<file path="src/rtl/pipe_world_pkg.sv">
// pipe_world_pkg: shared types and the grid-neighbour helper for the pipe-world model.
package pipe_world_pkg;

    localparam int COORD_W = 16;

    typedef enum logic [1:0] {
        CELL_FREE  = 2'd0,
        CELL_WALL  = 2'd1,
        CELL_TRASH = 2'd2,
        CELL_EXIT  = 2'd3
    } cell_t;

    typedef enum logic [1:0] {
        DIR_N = 2'd0,
        DIR_E = 2'd1,
        DIR_S = 2'd2,
        DIR_W = 2'd3
    } dir_t;

    typedef enum logic [1:0] {
        ST_LOAD  = 2'd0,
        ST_RUN   = 2'd1,
        ST_DONE  = 2'd2,
        ST_FAULT = 2'd3
    } state_t;

    typedef enum logic [1:0] {
        FLT_NONE    = 2'd0,
        FLT_COLLIDE = 2'd1,
        FLT_MULTI   = 2'd2,
        FLT_BAD     = 2'd3
    } fault_t;

    typedef struct packed {
        logic [COORD_W-1:0] x;
        logic [COORD_W-1:0] y;
        logic               oob;
    } nbr_t;

    // Neighbour of (x, y) in direction dir on a w x h grid; oob flags leaving the grid.
    function automatic nbr_t neighbour(input int x, input int y, input logic [1:0] dir,
                                       input int w, input int h);
        nbr_t n;
        int   nx;
        int   ny;
        nx = x;
        ny = y;
        case (dir)
            2'd0:    ny = y + 32'sd1;
            2'd1:    nx = x + 32'sd1;
            2'd2:    ny = y - 32'sd1;
            2'd3:    nx = x - 32'sd1;
            default: ny = y;
        endcase
        n.oob = (nx < 32'sd0) || (nx >= w) || (ny < 32'sd0) || (ny >= h);
        n.x   = nx[COORD_W-1:0];
        n.y   = ny[COORD_W-1:0];
        return n;
    endfunction

endpackage

</file>
<file path="src/rtl/pipe_map.sv">
// pipe_map: W x H grid of 2-bit cells, one synchronous write port and three
// combinational read ports. Anything off the grid reads as WALL.
module pipe_map
    import pipe_world_pkg::*;
#(
    parameter int W = 8,
    parameter int H = 8
)
(
    input  logic               clock,
    input  logic               reset,
    input  logic               we,
    input  logic [COORD_W-1:0] wr_x,
    input  logic [COORD_W-1:0] wr_y,
    input  logic [1:0]         wr_cell,
    input  logic [COORD_W-1:0] here_x,
    input  logic [COORD_W-1:0] here_y,
    input  logic               here_oob,
    output logic [1:0]         here_cell,
    input  logic [COORD_W-1:0] ahead_x,
    input  logic [COORD_W-1:0] ahead_y,
    input  logic               ahead_oob,
    output logic [1:0]         ahead_cell,
    input  logic [COORD_W-1:0] left_x,
    input  logic [COORD_W-1:0] left_y,
    input  logic               left_oob,
    output logic [1:0]         left_cell
);

    localparam int N = W * H;

    logic [1:0] grid_r [N];
    int         wr_idx_s;
    logic       wr_ok_s;

    // Looks up one cell; the scan keeps every index constant.
    function automatic logic [1:0] read_cell(input logic [COORD_W-1:0] x,
                                             input logic [COORD_W-1:0] y,
                                             input logic oob);
        logic [1:0] c;
        int         idx;
        c   = CELL_WALL;
        idx = int'(y) * W + int'(x);
        if (oob || (int'(x) >= W) || (int'(y) >= H)) begin
            c = CELL_WALL;
        end else begin
            for (int i = 0; i < N; i++) begin
                c = (i == idx) ? grid_r[i] : c;
            end
        end
        return c;
    endfunction

    // Write address decode, rejecting coordinates off the grid.
    always_comb begin
        wr_idx_s = int'(wr_y) * W + int'(wr_x);
        wr_ok_s  = (int'(wr_x) < W) && (int'(wr_y) < H);
    end

    // Three independent read ports.
    always_comb begin
        here_cell  = read_cell(here_x, here_y, here_oob);
        ahead_cell = read_cell(ahead_x, ahead_y, ahead_oob);
        left_cell  = read_cell(left_x, left_y, left_oob);
    end

    // Grid storage: cleared to FREE on reset, single write per edge.
    always_ff @(posedge clock or negedge reset) begin
        if (!reset) begin
            for (int i = 0; i < N; i++) begin
                grid_r[i] <= CELL_FREE;
            end
        end else begin
            for (int i = 0; i < N; i++) begin
                if (we && wr_ok_s && (i == wr_idx_s)) begin
                    grid_r[i] <= wr_cell;
                end
            end
        end
    end

endmodule

</file>
<file path="src/rtl/pipe_world.sv">
// pipe_world: sensor-side world model for the cleaning robot. Sensors depend
// only on registered state, never on the incoming commands.
// Optional build macro PIPE_WORLD_STEP_LIMIT_EN adds a MAX_STEPS watchdog.
module pipe_world
    import pipe_world_pkg::*;
#(
    parameter int W             = 8,
    parameter int H             = 8,
    parameter int REMOVE_CYCLES = 2,
    parameter int CNT_W         = 16,
    parameter int MAX_STEPS     = 1024
)
(
    input  logic                 clock,
    input  logic                 reset,
    input  logic                 cfg_we,
    input  logic [$clog2(W)-1:0] cfg_x,
    input  logic [$clog2(H)-1:0] cfg_y,
    input  logic [1:0]           cfg_cell,
    input  logic                 start,
    input  logic [$clog2(W)-1:0] start_x,
    input  logic [$clog2(H)-1:0] start_y,
    input  logic [1:0]           start_dir,
    input  logic                 front,
    input  logic                 turn,
    input  logic                 remove,
    output logic                 head,
    output logic                 left,
    output logic                 under,
    output logic                 barrier,
    output logic [1:0]           state_o,
    output logic [1:0]           fault_code,
    output logic [CNT_W-1:0]     moves,
    output logic [CNT_W-1:0]     removed
);

    localparam int XW = $clog2(W);
    localparam int YW = $clog2(H);
    localparam int RW = $clog2(REMOVE_CYCLES) + 1;

    logic [XW-1:0]      pos_x_r;
    logic [YW-1:0]      pos_y_r;
    logic [1:0]         dir_r;
    state_t             state_r;
    fault_t             fault_r;
    logic [CNT_W-1:0]   moves_r;
    logic [CNT_W-1:0]   removed_r;
    logic [RW-1:0]      rm_cnt_r;

    nbr_t               ahead_nb_s;
    nbr_t               left_nb_s;
    logic [COORD_W-1:0] here_x_s;
    logic [COORD_W-1:0] here_y_s;
    logic [1:0]         here_cell_s;
    logic [1:0]         ahead_cell_s;
    logic [1:0]         left_cell_s;
    logic               map_we_s;
    logic [COORD_W-1:0] map_wx_s;
    logic [COORD_W-1:0] map_wy_s;
    logic [1:0]         map_wd_s;
    logic               multi_s;
    logic               any_cmd_s;
    logic               rm_done_s;
    logic               clear_trash_s;
    logic               step_limit_s;
    logic               sense_en_s;

    // Neighbour coordinates, command decode and the trash-clearing condition.
    always_comb begin
        ahead_nb_s    = neighbour(int'(pos_x_r), int'(pos_y_r), dir_r, W, H);
        left_nb_s     = neighbour(int'(pos_x_r), int'(pos_y_r), dir_r + 2'd3, W, H);
        multi_s       = (front & turn) | (front & remove) | (turn & remove);
        any_cmd_s     = front | turn | remove;
        rm_done_s     = (rm_cnt_r == RW'(REMOVE_CYCLES - 1));
        clear_trash_s = (state_r == ST_RUN) && !multi_s && !step_limit_s && remove &&
                        (ahead_cell_s == CELL_TRASH) && rm_done_s;
    end

    // In LOAD the "here" port checks the requested start cell instead of pos.
    always_comb begin
        if (state_r == ST_LOAD) begin
            here_x_s = COORD_W'(start_x);
            here_y_s = COORD_W'(start_y);
        end else begin
            here_x_s = COORD_W'(pos_x_r);
            here_y_s = COORD_W'(pos_y_r);
        end
    end

    // Map write mux: configuration in LOAD, trash clearing otherwise.
    always_comb begin
        if (state_r == ST_LOAD) begin
            map_we_s = cfg_we;
            map_wx_s = COORD_W'(cfg_x);
            map_wy_s = COORD_W'(cfg_y);
            map_wd_s = cfg_cell;
        end else begin
            map_we_s = clear_trash_s;
            map_wx_s = ahead_nb_s.x;
            map_wy_s = ahead_nb_s.y;
            map_wd_s = CELL_FREE;
        end
    end

    pipe_map #(.W(W), .H(H)) u_map (
        .clock      (clock),
        .reset      (reset),
        .we         (map_we_s),
        .wr_x       (map_wx_s),
        .wr_y       (map_wy_s),
        .wr_cell    (map_wd_s),
        .here_x     (here_x_s),
        .here_y     (here_y_s),
        .here_oob   (1'b0),
        .here_cell  (here_cell_s),
        .ahead_x    (ahead_nb_s.x),
        .ahead_y    (ahead_nb_s.y),
        .ahead_oob  (ahead_nb_s.oob),
        .ahead_cell (ahead_cell_s),
        .left_x     (left_nb_s.x),
        .left_y     (left_nb_s.y),
        .left_oob   (left_nb_s.oob),
        .left_cell  (left_cell_s)
    );

`ifdef PIPE_WORLD_STEP_LIMIT_EN
    localparam int SW = $clog2(MAX_STEPS + 1);
    logic [SW-1:0] step_cnt_r;

    assign step_limit_s = any_cmd_s && (step_cnt_r == SW'(MAX_STEPS - 1));

    // Watchdog: counts RUN cycles carrying a command, cleared on entry to RUN.
    always_ff @(posedge clock or negedge reset) begin
        if (!reset) begin
            step_cnt_r <= '0;
        end else if ((state_r == ST_LOAD) && start && !cfg_we) begin
            step_cnt_r <= '0;
        end else if ((state_r == ST_RUN) && any_cmd_s && (step_cnt_r != '1)) begin
            step_cnt_r <= step_cnt_r + SW'(1);
        end
    end
`else
    logic unused_max_steps_s;
    assign step_limit_s       = 1'b0;
    assign unused_max_steps_s = (MAX_STEPS > 0);
`endif

    // World state machine: position, heading, counters and faults.
    always_ff @(posedge clock or negedge reset) begin
        if (!reset) begin
            pos_x_r   <= '0;
            pos_y_r   <= '0;
            dir_r     <= DIR_N;
            state_r   <= ST_LOAD;
            fault_r   <= FLT_NONE;
            moves_r   <= '0;
            removed_r <= '0;
            rm_cnt_r  <= '0;
        end else begin
            case (state_r)
                ST_LOAD: begin
                    if (start && !cfg_we) begin
                        pos_x_r   <= start_x;
                        pos_y_r   <= start_y;
                        dir_r     <= start_dir;
                        moves_r   <= '0;
                        removed_r <= '0;
                        rm_cnt_r  <= '0;
                        if ((here_cell_s == CELL_FREE) || (here_cell_s == CELL_EXIT)) begin
                            state_r <= ST_RUN;
                        end else begin
                            state_r <= ST_FAULT;
                            fault_r <= FLT_BAD;
                        end
                    end
                end
                ST_RUN: begin
                    if (multi_s) begin
                        state_r <= ST_FAULT;
                        fault_r <= FLT_MULTI;
                    end else if (step_limit_s) begin
                        state_r <= ST_FAULT;
                        fault_r <= FLT_BAD;
                    end else if (front) begin
                        rm_cnt_r <= '0;
                        if ((ahead_cell_s == CELL_FREE) || (ahead_cell_s == CELL_EXIT)) begin
                            pos_x_r <= ahead_nb_s.x[XW-1:0];
                            pos_y_r <= ahead_nb_s.y[YW-1:0];
                            moves_r <= (moves_r == {CNT_W{1'b1}}) ? moves_r : moves_r + CNT_W'(1);
                            if (ahead_cell_s == CELL_EXIT) begin
                                state_r <= ST_DONE;
                            end
                        end else begin
                            state_r <= ST_FAULT;
                            fault_r <= FLT_COLLIDE;
                        end
                    end else if (turn) begin
                        dir_r    <= dir_r + 2'd1;
                        rm_cnt_r <= '0;
                    end else if (remove && (ahead_cell_s == CELL_TRASH)) begin
                        if (rm_done_s) begin
                            rm_cnt_r  <= '0;
                            removed_r <= (removed_r == {CNT_W{1'b1}}) ? removed_r
                                                                      : removed_r + CNT_W'(1);
                        end else begin
                            rm_cnt_r <= rm_cnt_r + RW'(1);
                        end
                    end else begin
                        rm_cnt_r <= '0;
                    end
                end
                ST_DONE, ST_FAULT: begin
                    if (start) begin
                        state_r <= ST_LOAD;
                        fault_r <= FLT_NONE;
                    end
                end
                default: begin
                    state_r <= ST_LOAD;
                end
            endcase
        end
    end

    // Sensors follow registered state; forced low while loading.
    always_comb begin
        sense_en_s = (state_r != ST_LOAD);
        head       = sense_en_s && (ahead_cell_s == CELL_WALL);
        left       = sense_en_s && (left_cell_s == CELL_WALL);
        under      = sense_en_s && (here_cell_s == CELL_EXIT);
        barrier    = sense_en_s && (ahead_cell_s == CELL_TRASH);
    end

    assign state_o    = state_r;
    assign fault_code = fault_r;
    assign moves      = moves_r;
    assign removed    = removed_r;

endmodule

</file>
<file path="config.mk">
export PLATFORM = sky130hd
export DESIGN_NAME = pipe_world
export DESIGN_NICKNAME = d
export VERILOG_FILES = /design/src/rtl/pipe_world_pkg.sv /design/src/rtl/pipe_map.sv /design/src/rtl/pipe_world.sv
export SDC_FILE = /design/constraint.sdc
export NUM_CORES = 1
export LEC_CHECK = 0
export CAP_MARGIN = 15
export CELL_PAD_IN_SITES_DETAIL_PLACEMENT = 1
export CELL_PAD_IN_SITES_GLOBAL_PLACEMENT = 1
export CORE_UTILIZATION = 43
export CTS_CLUSTER_SIZE = 25
export DETAILED_ROUTE_END_ITERATION = 8
export GPL_TIMING_DRIVEN = 0
export PLACE_DENSITY_LB_ADDON = 0.1
export SYNTH_ARGS = -nofsm -noshare
export SYNTH_HDL_FRONTEND = slang
export SYNTH_SLANG_ARGS = --single-unit
</file>
<file path="constraint.sdc">
create_clock -name clock -period 6.5 [get_ports clock]
set_input_delay 1.3 -clock clock [delete_from_list [all_inputs] [get_ports clock]]
set_output_delay 1.3 -clock clock [all_outputs]
set_load 0.005 [all_outputs]
</file>
# Yosys cells after proc, flatten, opt, wreduce, memory -nomap -nowiden
# Cells that the tools add are included.
word_totals:
  latchBits: 0
  mem_bits_ro: 0
  memories: 0
  regBits: 174
  mem_bits_rw: 0
op_classes:
  n_shift: 0
  multipliers: 0
  n_eq_ne: 285
  n_mux: 254
  bitwise: 5
  div: 0
  reduce_logical: 110
  add_sub_neg: 13
  magnitude_cmp: 16
ops:
  columns: ["cell", "count"]
  rows:
  - ["$eq A7 B32 Y1 const A", 128]
  - ["$eq A6 B32 Y1 const A", 64]
  - ["$eq A5 B32 Y1 const A", 32]
  - ["$eq A4 B32 Y1 const A", 16]
  - ["$mux W2", 218]
  - ["$eq A3 B32 Y1 const A", 8]
  - ["$pmux W32 S2", 4]
  - ["$mux W16", 13]
  - ["$eq A2 B32 Y1 const A", 4]
  - ["$ge A32 B5 Y1 const B", 4]
  - ["$logic_not A32 Y1", 4]
  - ["$lt A32 B1 Y1 const B", 4]
  - ["$logic_and A1 B1 Y1", 76]
  - ["$ge A16 B4 Y1 const B", 4]
  - ["$pmux W16 S2", 2]
  - ["$add A19 B16 Y20", 3]
  - ["$add A16 B1 Y16 const B", 2]
  - ["$eq A16 B16 Y1 const B", 2]
  - ["$lt A16 B4 Y1 const B", 2]
  - ["$mux W3", 10]
  - ["$ne A2 B2 Y1 const B", 10]
  - ["$eq A2 B2 Y1 const B", 9]
  - ["$reduce_and A5 Y1", 3]
  - ["$logic_or A1 B1 Y1", 13]
  - ["other kinds (24)", 48]

# Longest topological paths before layout
# Gate-level depths: netlist of the first run.
depth:
  word_depth: 76
  mapped_depth: 35

# By module
# From an unflattened synthesis of the first run, not the netlist that was laid out.
hier_totals:
  cells_unflattened: 1895
  hier_area_um2: 15952.8
modules_own_cells:
  columns: ["module", "cells_each", "seq_area_each_um2", "area_each_um2", "n_inst"]
  rows:
  - ["pipe_map", 1485, 3203.1, 12629.6, 1]
  - ["pipe_world", 410, 1151.1, 3323.2, 1]

# Worst setup path after synthesis of the first run
# Ideal clock, no wire load.
synth_timing:
  kind: "reg-to-reg"
  from: "reg pos_y_r[0]"
  to: "reg u_map.grid_r[41] in the netlist's numbering"
  setup_ps: 125
  arrival_time_ps: 6846
  stages_incl_launch_ff: 33
  t_required_ps: 6375
  path_slack_ps: -471
  path_cell_list: "dfrtp_1 buf_2 inv_1 ha_1 a221oi_1 inv_1 ha_1 a21o_1 a21oi_2 o21ai_0 a21o_1 fa_1 nand3b_1 or3_1 nor3_1 a22o_1 a2111oi_2 nand3_1 nand3b_1 a22oi_1 a221oi_1 o221a_1 ha_1 nand2_1 nor4b_2 a22o_1 nand4_1 a221o_1 or3_1 clkbuf_1 buf_2 nor2_1 mux2_2"
synth_between:
  elab_chain_cells: 75
  elab_cells_between_ends: 151
  classes_between: "4 x add/sub; 4 x order compare; 65 x eq/ne; 68 x mux; 10 x reduce/logical"
synth_lines:
  columns: ["element", "line", "source"]
  rows:
  - ["start: declaration", "pipe_world.sv:42", "logic [YW-1:0] pos_y_r;"]
  - ["start signal: assignment", "pipe_world.sv:164", "pos_y_r <= start_y;"]
  - ["start signal: assignment", "pipe_world.sv:188", "pos_y_r <= ahead_nb_s.y[YW-1:0];"]
  - ["$sub A3 B1 Y4 / $add A3 B1 Y4 (equally long branches)", "pipe_world_pkg.sv:51, pipe_world_pkg.sv:49", null]
  - ["$pmux W32 S2 (*)", "pipe_world_pkg.sv:48", "case (dir)"]
  - ["$add A19 B16 Y20", "pipe_map.sv:43", "idx = int'(y) * W + int'(x);"]
  - ["$logic_not A32 Y1", "pipe_map.sv:48", "c = (i == idx) ? grid_r[i] : c;"]
  - ["$mux W2 (64 in series)", "pipe_map.sv:48", null]
  - ["$mux W2", "pipe_map.sv:44", "if (oob || (int'(x) >= W) || (int'(y) >= H)) begin"]
  - ["$eq A2 B2 Y1", "pipe_world.sv:76", "(ahead_cell_s == CELL_TRASH) && rm_done_s;"]
  - ["$logic_and A1 B1 Y1", "pipe_world.sv:75", "clear_trash_s = (state_r == ST_RUN) && !multi_s && !step_limit_s && remove &&"]
  - ["$logic_and A1 B1 Y1", "pipe_world.sv:76", null]
  - ["$mux W1", "pipe_world.sv:92", "if (state_r == ST_LOAD) begin"]
  - ["$logic_and A1 B1 Y1", "pipe_map.sv:75", "if (we && wr_ok_s && (i == wr_idx_s)) begin"]
  - ["$logic_and A1 B1 Y1 (*)", "pipe_map.sv:75", null]
  - ["end signal: indexed assignment", "pipe_map.sv:76", "grid_r[i] <= wr_cell;"]
  - ["end: declaration", "pipe_map.sv:32", "logic [1:0] grid_r [N];"]
# Mark *: on every way between the ends. The rest lies on a longest branch, timed or not.
# A chain may end at the register's enable or synchronous reset.

# Worst setup path after layout of the first run
layout_timing:
  from: "reg pos_y_r[0]"
  to: "reg u_map.grid_r[48] in the netlist's numbering"
# The elaborated chain is that of the path after synthesis.

==> run summary, run 1 <==
fin crit period -> 7560 ps
worst skew pair latency -> 470 ps
# clock sinks -> 174
Synth Area in XOR/XNOR -> 2.36%
I/O Pins -> 63
Max VDD drop -> 0.000424 V
Avg Cell Area, Syn -> 8.62 sq um
FP Rows -> 64
Sw Pwr -> 6.94 mW
Seq pwr share -> 14.4%
Via Count -> 15622
CP Capture Type -> flip-flop
vias in the first global route -> 15478
worst-path maximum fanout -> 8
CTS root buf -> clkbuf_16
# fillers -> 3345
Layout Cells excl Fill -> 2170
final core occ -> 59.4%
Slew headroom -> 11.8%
Die Ht -> 180 um
max_cap viols -> 0
DR vias/cell -> 7.20
complex-gate fraction of the synthesized area -> 22.0%
dpl hpwl -> 53300 um
clk_skew -> 18.7 ps
P&R area growth vs syn -> 34.3%
Yosys cell types -> 99
fraction of layout cells with a size suffix above 1 -> 31.7%
Mapped Nets -> 1656
failing checks -> negative setup slack
grt total ovfl -> 0
post-synthesis simple-gate area fraction -> 22.3%
CORE AREA -> 0.0309 sq mm
RSZ-0062 raised after global routing -> true
switching part of the total -> 59.1%
largest family of logic cells by synthesized area -> simple AND/OR/NAND/NOR gates
worst path bufs/invs -> 6
IO buf count -> 62
Main synth FF type -> dfrtp_1
nets -> 1831
CTS clk-pin slew, worst paths -> 80 ps
GR Util met2 -> 66.6%
Die W -> 180 um
#FFs+latches synth -> 174
CP required -> 6850 ps
Comb power frac -> 76.3%
Worst path top cell family by delay -> compound AO/OA/AOI/OAI gates
Routed WL per cell -> 36.2 um
antenna violations before repair -> 0
grt peak-use layer -> met2
Synth async-reset ratio -> 100%
Placer Congestion -> 1.13
total wire length -> 78500 um
CP Class -> reg -> reg
Reg area -> 0.00436 sq mm
H-tree lvl count -> 4
Initial Util -> 44.2%
first-pass GRT wire length -> 109000 um
P_leak -> 7.45 nW
largest net degree at the start of global routing -> 110
post-synthesis sequential area ratio -> 31.9%
mux cell area share after synthesis -> 12.2%
TritonCTS Buffers -> 17
drt pass-1 iters -> 6
CTS tree -> yes
adder-cell share of the synthesized area -> 5.22%
Post-Place Cells -> 2045
CTS Hold Bufs -> 0
max-slew violations -> 0
outcome -> finished, violations left
Mapped Cells -> 1584
Ys Warns -> 0
DRC errors left -> 0
worst-margin pin slew -> 1320 ps
slowest stage delay, CP -> 510 ps
GRT Util Overall -> 46.5%
die area -> 0.0325 sq mm
critical path's slowest cell -> or3_4
period utilisation layout -> 116%
# setup viols final -> 170
1st-iter DRT viols -> 1862
hold_ws -> 554 ps
setup slack after layout -> -1060 ps
Post-Syn Area -> 0.0137 sq mm
Pwr per Cell Area -> 639 mW/mm^2
met1 GRT Util -> 59.2%
clock power share -> 9.3%
Startpoint Class -> flip-flop
Longest Clk Path Bufs -> 2
Final Hold Fails -> 0
Most common cell on crit path -> buf_6
critical path arrival -> 7910 ps
Multi-input gate area -> 0.0107 sq mm
Post-synth EDFFs -> 0
Max Clk Rate -> 132 MHz
DRT antenna net count -> 0
internal power -> 4.79 mW
Hold WC Path Type -> reg -> reg
grt met3 use -> 16.7%
-- state kept, by name, summed over array words and instances (netlist names) --
name	flops
u_map.grid_r	128
moves	16
removed	16
pos_x_r	3
pos_y_r	3
dir_r	2
fault_code	2
rm_cnt_r	2
state_o	2
-- cell type report --
cell class	count	share of cell area, %
diodes	2	0.0273
plain buffers	82	2.79
clock buffers	20	2.43
clock inverters	12	0.798
inverters	43	0.961
multi-input cells	1281	58.1
flip-flops and latches	174	23.7
well taps	396	2.70
repair buffers	160	8.46
-- power by group through the flow --
stage	logic [mW]	registers (mW)	clock network, mW
2_1_floorplan	4.01	1.42	0
3_3_place_gp	6.37	1.64	0
3_5_place_dp	6.46	1.64	0
4_1_cts	7.40	1.62	1.08
5_1_grt	9.13	1.66	1.13
6_report	8.96	1.69	1.09
-- cell families (layout without fill, tap and decap cells) --
kind of cell | after synthesis | count (layout)
muxes | 147 | 147
DFF | 174 | 174
and+or+nand+nor | 627 | 627
other | 0 | 2
AOI/OAI and AO/OA | 421 | 421
adders and majority gates | 50 | 50
xor gates and xnor gates | 36 | 36
buffers and inverters | 129 | 317
-- cells in the mapped netlist (22+ instances only) --
cell / n / area share, %
inv_1: 41 / 1.1
o21ai_0: 78 / 2.9
mux2_2: 77 / 6.3
nand4_1: 22 / 1.0
buf_2: 25 / 0.92
mux2_1: 54 / 4.5
nand2_1: 184 / 5.1
clkbuf_1: 45 / 1.2
o22ai_1: 22 / 1.0
nor2_1: 169 / 4.6
nand3_1: 67 / 2.5
nor3_1: 39 / 1.4
dfrtp_1: 174 / 32
a22oi_1: 39 / 2.1
ha_1: 37 / 3.4
a21oi_1: 78 / 2.9
-- cell usage in the layout (no fill, tap or decap), types with 13 or more instances in the layout --
| cell | n |
|---|---|
| or3_1 | 13 |
| buf_4 | 72 |
| clkdlybuf4s50_1 | 52 |
| buf_2 | 16 |
| clkbuf_16 | 20 |
| a21oi_1 | 73 |
| ha_1 | 25 |
| nand4_1 | 22 |
| nor2_1 | 100 |
| mux2_4 | 108 |
| clkbuf_1 | 41 |
| nand3_1 | 54 |
| nand2b_1 | 14 |
| xor2_1 | 15 |
| nor2_4 | 68 |
| nor3_1 | 26 |
| nand2_1 | 172 |
| a22oi_1 | 35 |
| inv_1 | 37 |
| xnor2_1 | 14 |
| o21ai_0 | 70 |
| dfrtp_1 | 172 |
| buf_6 | 30 |
| mux2_2 | 21 |
| o22ai_1 | 19 |
| mux2i_1 | 14 |
-- stage by stage --
stage               worst slack, ps  area [sq um]  total power, mW  TNS [ps]
floorplan                      8.30         13800             5.43         0
global placement              -3510         14900             8.01   -884530
detailed placement            -2200         15000             8.10   -301130
CTS                            -930         17400             10.1   -111510
global route                  -1220         18300             11.9   -171200
finish                        -1060         18400             11.7   -141490
-- routing by layer --
layer  share of wire, %  routed length [um]
met1                 38               30000
met2                 41               32500
met3                 12                9700
met4                8.0                6310
met5                  0                   0
-- final timing paths --
kind	from	depth (start not counted)	endpoint	slack, ps
worst min register to register	fault_code[1]	1	fault_code[1]	550
worst min-delay path	fault_code[1]	1	fault_code[1]	550
min in group asynchronous	reset	1	removed[0]	760
worst max-delay path	pos_y_r[0]	33	u_map.grid_r[48]	-1060
max in group asynchronous	reset	2	u_map.grid_r[12]	4740
worst max register to register	pos_y_r[0]	33	u_map.grid_r[48]	-1060
-- timing repair --
item | 4_1_cts | 5_1_grt
buffers inserted | 49 | 43
gates resized for setup | 357 | 127
pin swaps | 66 | 77
endpoints found under the setup margin | 176 | 172
gates cloned | 4 | 1
Power figures use the tool's default switching activity.
==> inputs of run 2 (changes only) <==
--- a/config.mk
+++ b/config.mk
@@ -5,7 +5,6 @@
 export SDC_FILE = /design/constraint.sdc
 export NUM_CORES = 1
 export LEC_CHECK = 0
-export CAP_MARGIN = 15
 export CELL_PAD_IN_SITES_DETAIL_PLACEMENT = 1
 export CELL_PAD_IN_SITES_GLOBAL_PLACEMENT = 1
 export CORE_UTILIZATION = 43
==> run summary, run 2 (synthesized netlist as in run 1, its figures left out) <==
outcome -> finished, violations left
failing checks -> negative setup slack
Post-Place Cells -> 2043
Layout Cells excl Fill -> 2179
die area -> 0.0325 sq mm
Die Ht -> 180 um
Pwr per Cell Area -> 641 mW/mm^2
critical path arrival -> 7830 ps
hold path start -> fault_code[1]
Design Power -> 12.1 mW
period utilisation layout -> 115%
Longest Clk Path Bufs -> 2
CTS clk-pin slew, worst paths -> 80 ps
P_leak -> 7.60 nW
Final Hold Fails -> 0
dpl hpwl -> 53200 um
TritonCTS Buffers -> 17
CP startpoint -> pos_y_r[0]
FP Rows -> 64
CP Capture Type -> flip-flop
worst skew pair latency -> 480 ps
max-slew violations -> 0
Max VDD drop -> 0.000429 V
P&R area growth vs syn -> 37.9%
Most common cell on crit path -> buf_6
antenna violations before repair -> 0
Max Clk Rate -> 134 MHz
Top reg by flops -> u_map.grid_r
GRT Util Overall -> 47.3%
worst-path maximum fanout -> 8
total wire length -> 79800 um
Initial Util -> 44.2%
I/O Pins -> 63
largest net degree at the start of global routing -> 110
fin crit period -> 7450 ps
worst-margin pin slew -> 1440 ps
grt total ovfl -> 0
Placer Congestion -> 1.13
Die W -> 180 um
CTS tree -> yes
fraction of layout cells with a size suffix above 1 -> 35.1%
IO buf count -> 62
switching part of the total -> 58.9%
hold_ws -> 524 ps
H-tree lvl count -> 4
# setup viols final -> 163
critical path's slowest cell -> dfrtp_2
Routed WL per cell -> 36.6 um
most common cell after layout, fill and taps aside -> nand2_1
CP Class -> reg -> reg
slowest stage delay, CP -> 430 ps
DRC errors left -> 0
most frequent cells in the layout -> 172 x nand2_1, 170 x dfrtp_1, 120 x mux2_4, 90 x nor2_1, 79 x buf_4
clock power share -> 9.1%
Startpoint Class -> flip-flop
Via Count -> 15803
1st-iter DRT viols -> 2124
Sw Pwr -> 7.11 mW
RSZ-0062 raised after global routing -> true
R2R Setup Slk -> -950 ps
max FFs per register -> 128
vias in the first global route -> 15706
Hold WC Path Type -> reg -> reg
max_cap viols -> 0
DR vias/cell -> 7.25
FF-to-FF Start -> pos_y_r[0]
nets -> 1841
CTS root buf -> clkbuf_16
CP required -> 6880 ps
Seq pwr share -> 14.0%
Slew headroom -> 3.96%
drt pass-1 iters -> 8
Comb power frac -> 76.9%
# clock sinks -> 174
clk_skew -> 14.9 ps
DRT antenna net count -> 0
first-pass GRT wire length -> 111000 um
setup slack after layout -> -954 ps
internal power -> 4.96 mW
CORE AREA -> 0.0309 sq mm
==> run 2: changes by cell type in the layout (fill, tap and decap cells not counted), moves of 6 or more <==
cell     previous run  this run
mux2_2             21        11
mux2_4            108       120
o22ai_1            19        13
buf_4              72        79
a21oi_2             5        12
nor2_4             68        76
a21oi_1            73        65
nor2_1            100        90
==> run 2: power groups by stage <==
stage | clock network (mW) | logic, mW | registers (mW)
after floorplan | 0 | 4.01 | 1.42
after global placement | 0 | 6.37 | 1.64
after detailed placement | 0 | 6.46 | 1.64
after CTS | 1.07 | 7.87 | 1.63
after global routing | 1.13 | 9.42 | 1.67
final | 1.10 | 9.28 | 1.70
==> run 2: through the flow <==
stage | TNS [ps] | setup slack (ps) | cell area (sq um) | utilization, %
after floorplan | 0 | 8.30 | 13800 | -
after global placement | -884530 | -3510 | 14900 | 48.3
after detailed placement | -417910 | -2850 | 15000 | 48.4
after CTS | -92540 | -808 | 17900 | 57.9
after global routing | -144400 | -1070 | 18800 | 60.9
final | -128740 | -954 | 18800 | 60.9
==> run 2: worst max-delay path: cells and delay by family (launching register included) <==
family / cells / cell delay [ps]
and+or+nand+nor: 9 / 2120
adders and majority gates: 4 / 1170
muxes: 1 / 300
DFF: 1 / 430
xor gates and xnor gates: 1 / 240
AOI/OAI and AO/OA: 11 / 2340
buffers and inverters: 5 / 710
==> run 2: metal layers <==
layer | wire length, um | GRT usage, % | vias up
met1 | 30900 | 60.9 | 8021
met5 | 120 | 0 | -
met3 | 9460 | 14.9 | 363
met4 | 5930 | 29.6 | 2
met2 | 33300 | 68.6 | 1144
li1 | - | - | 6273
==> run 2: timing repair <==
action | 4_1_cts | 5_1_grt
setup endpoints to repair | 176 | 169
gates resized for setup | 437 | 146
pin swaps | 81 | 73
cloned | 5 | 3
buffers inserted | 64 | 38
hold buffers | 0 | 0
==> run 2: final timing paths <==
kind	to	cells past startpoint
max	u_map.grid_r[25]	31
min	fault_code[1]	1
max reg2reg	u_map.grid_r[25]	31
min reg2reg	fault_code[1]	1
max in group asynchronous	u_map.grid_r[10]	2
min in group asynchronous	removed[3]	1
==> run 2: area by class of cell <==
cell class | instances | area, sq um
clock inverters | 12 | 144
plain buffers | 82 | 546
inverters | 43 | 181
well taps | 396 | 495
clock buffers | 20 | 447
flip-flops and latches | 174 | 4360
multi-input cells | 1282 | 11000
diodes | 1 | 2.50
fillers | 3323 | 12100
repair buffers | 169 | 1660
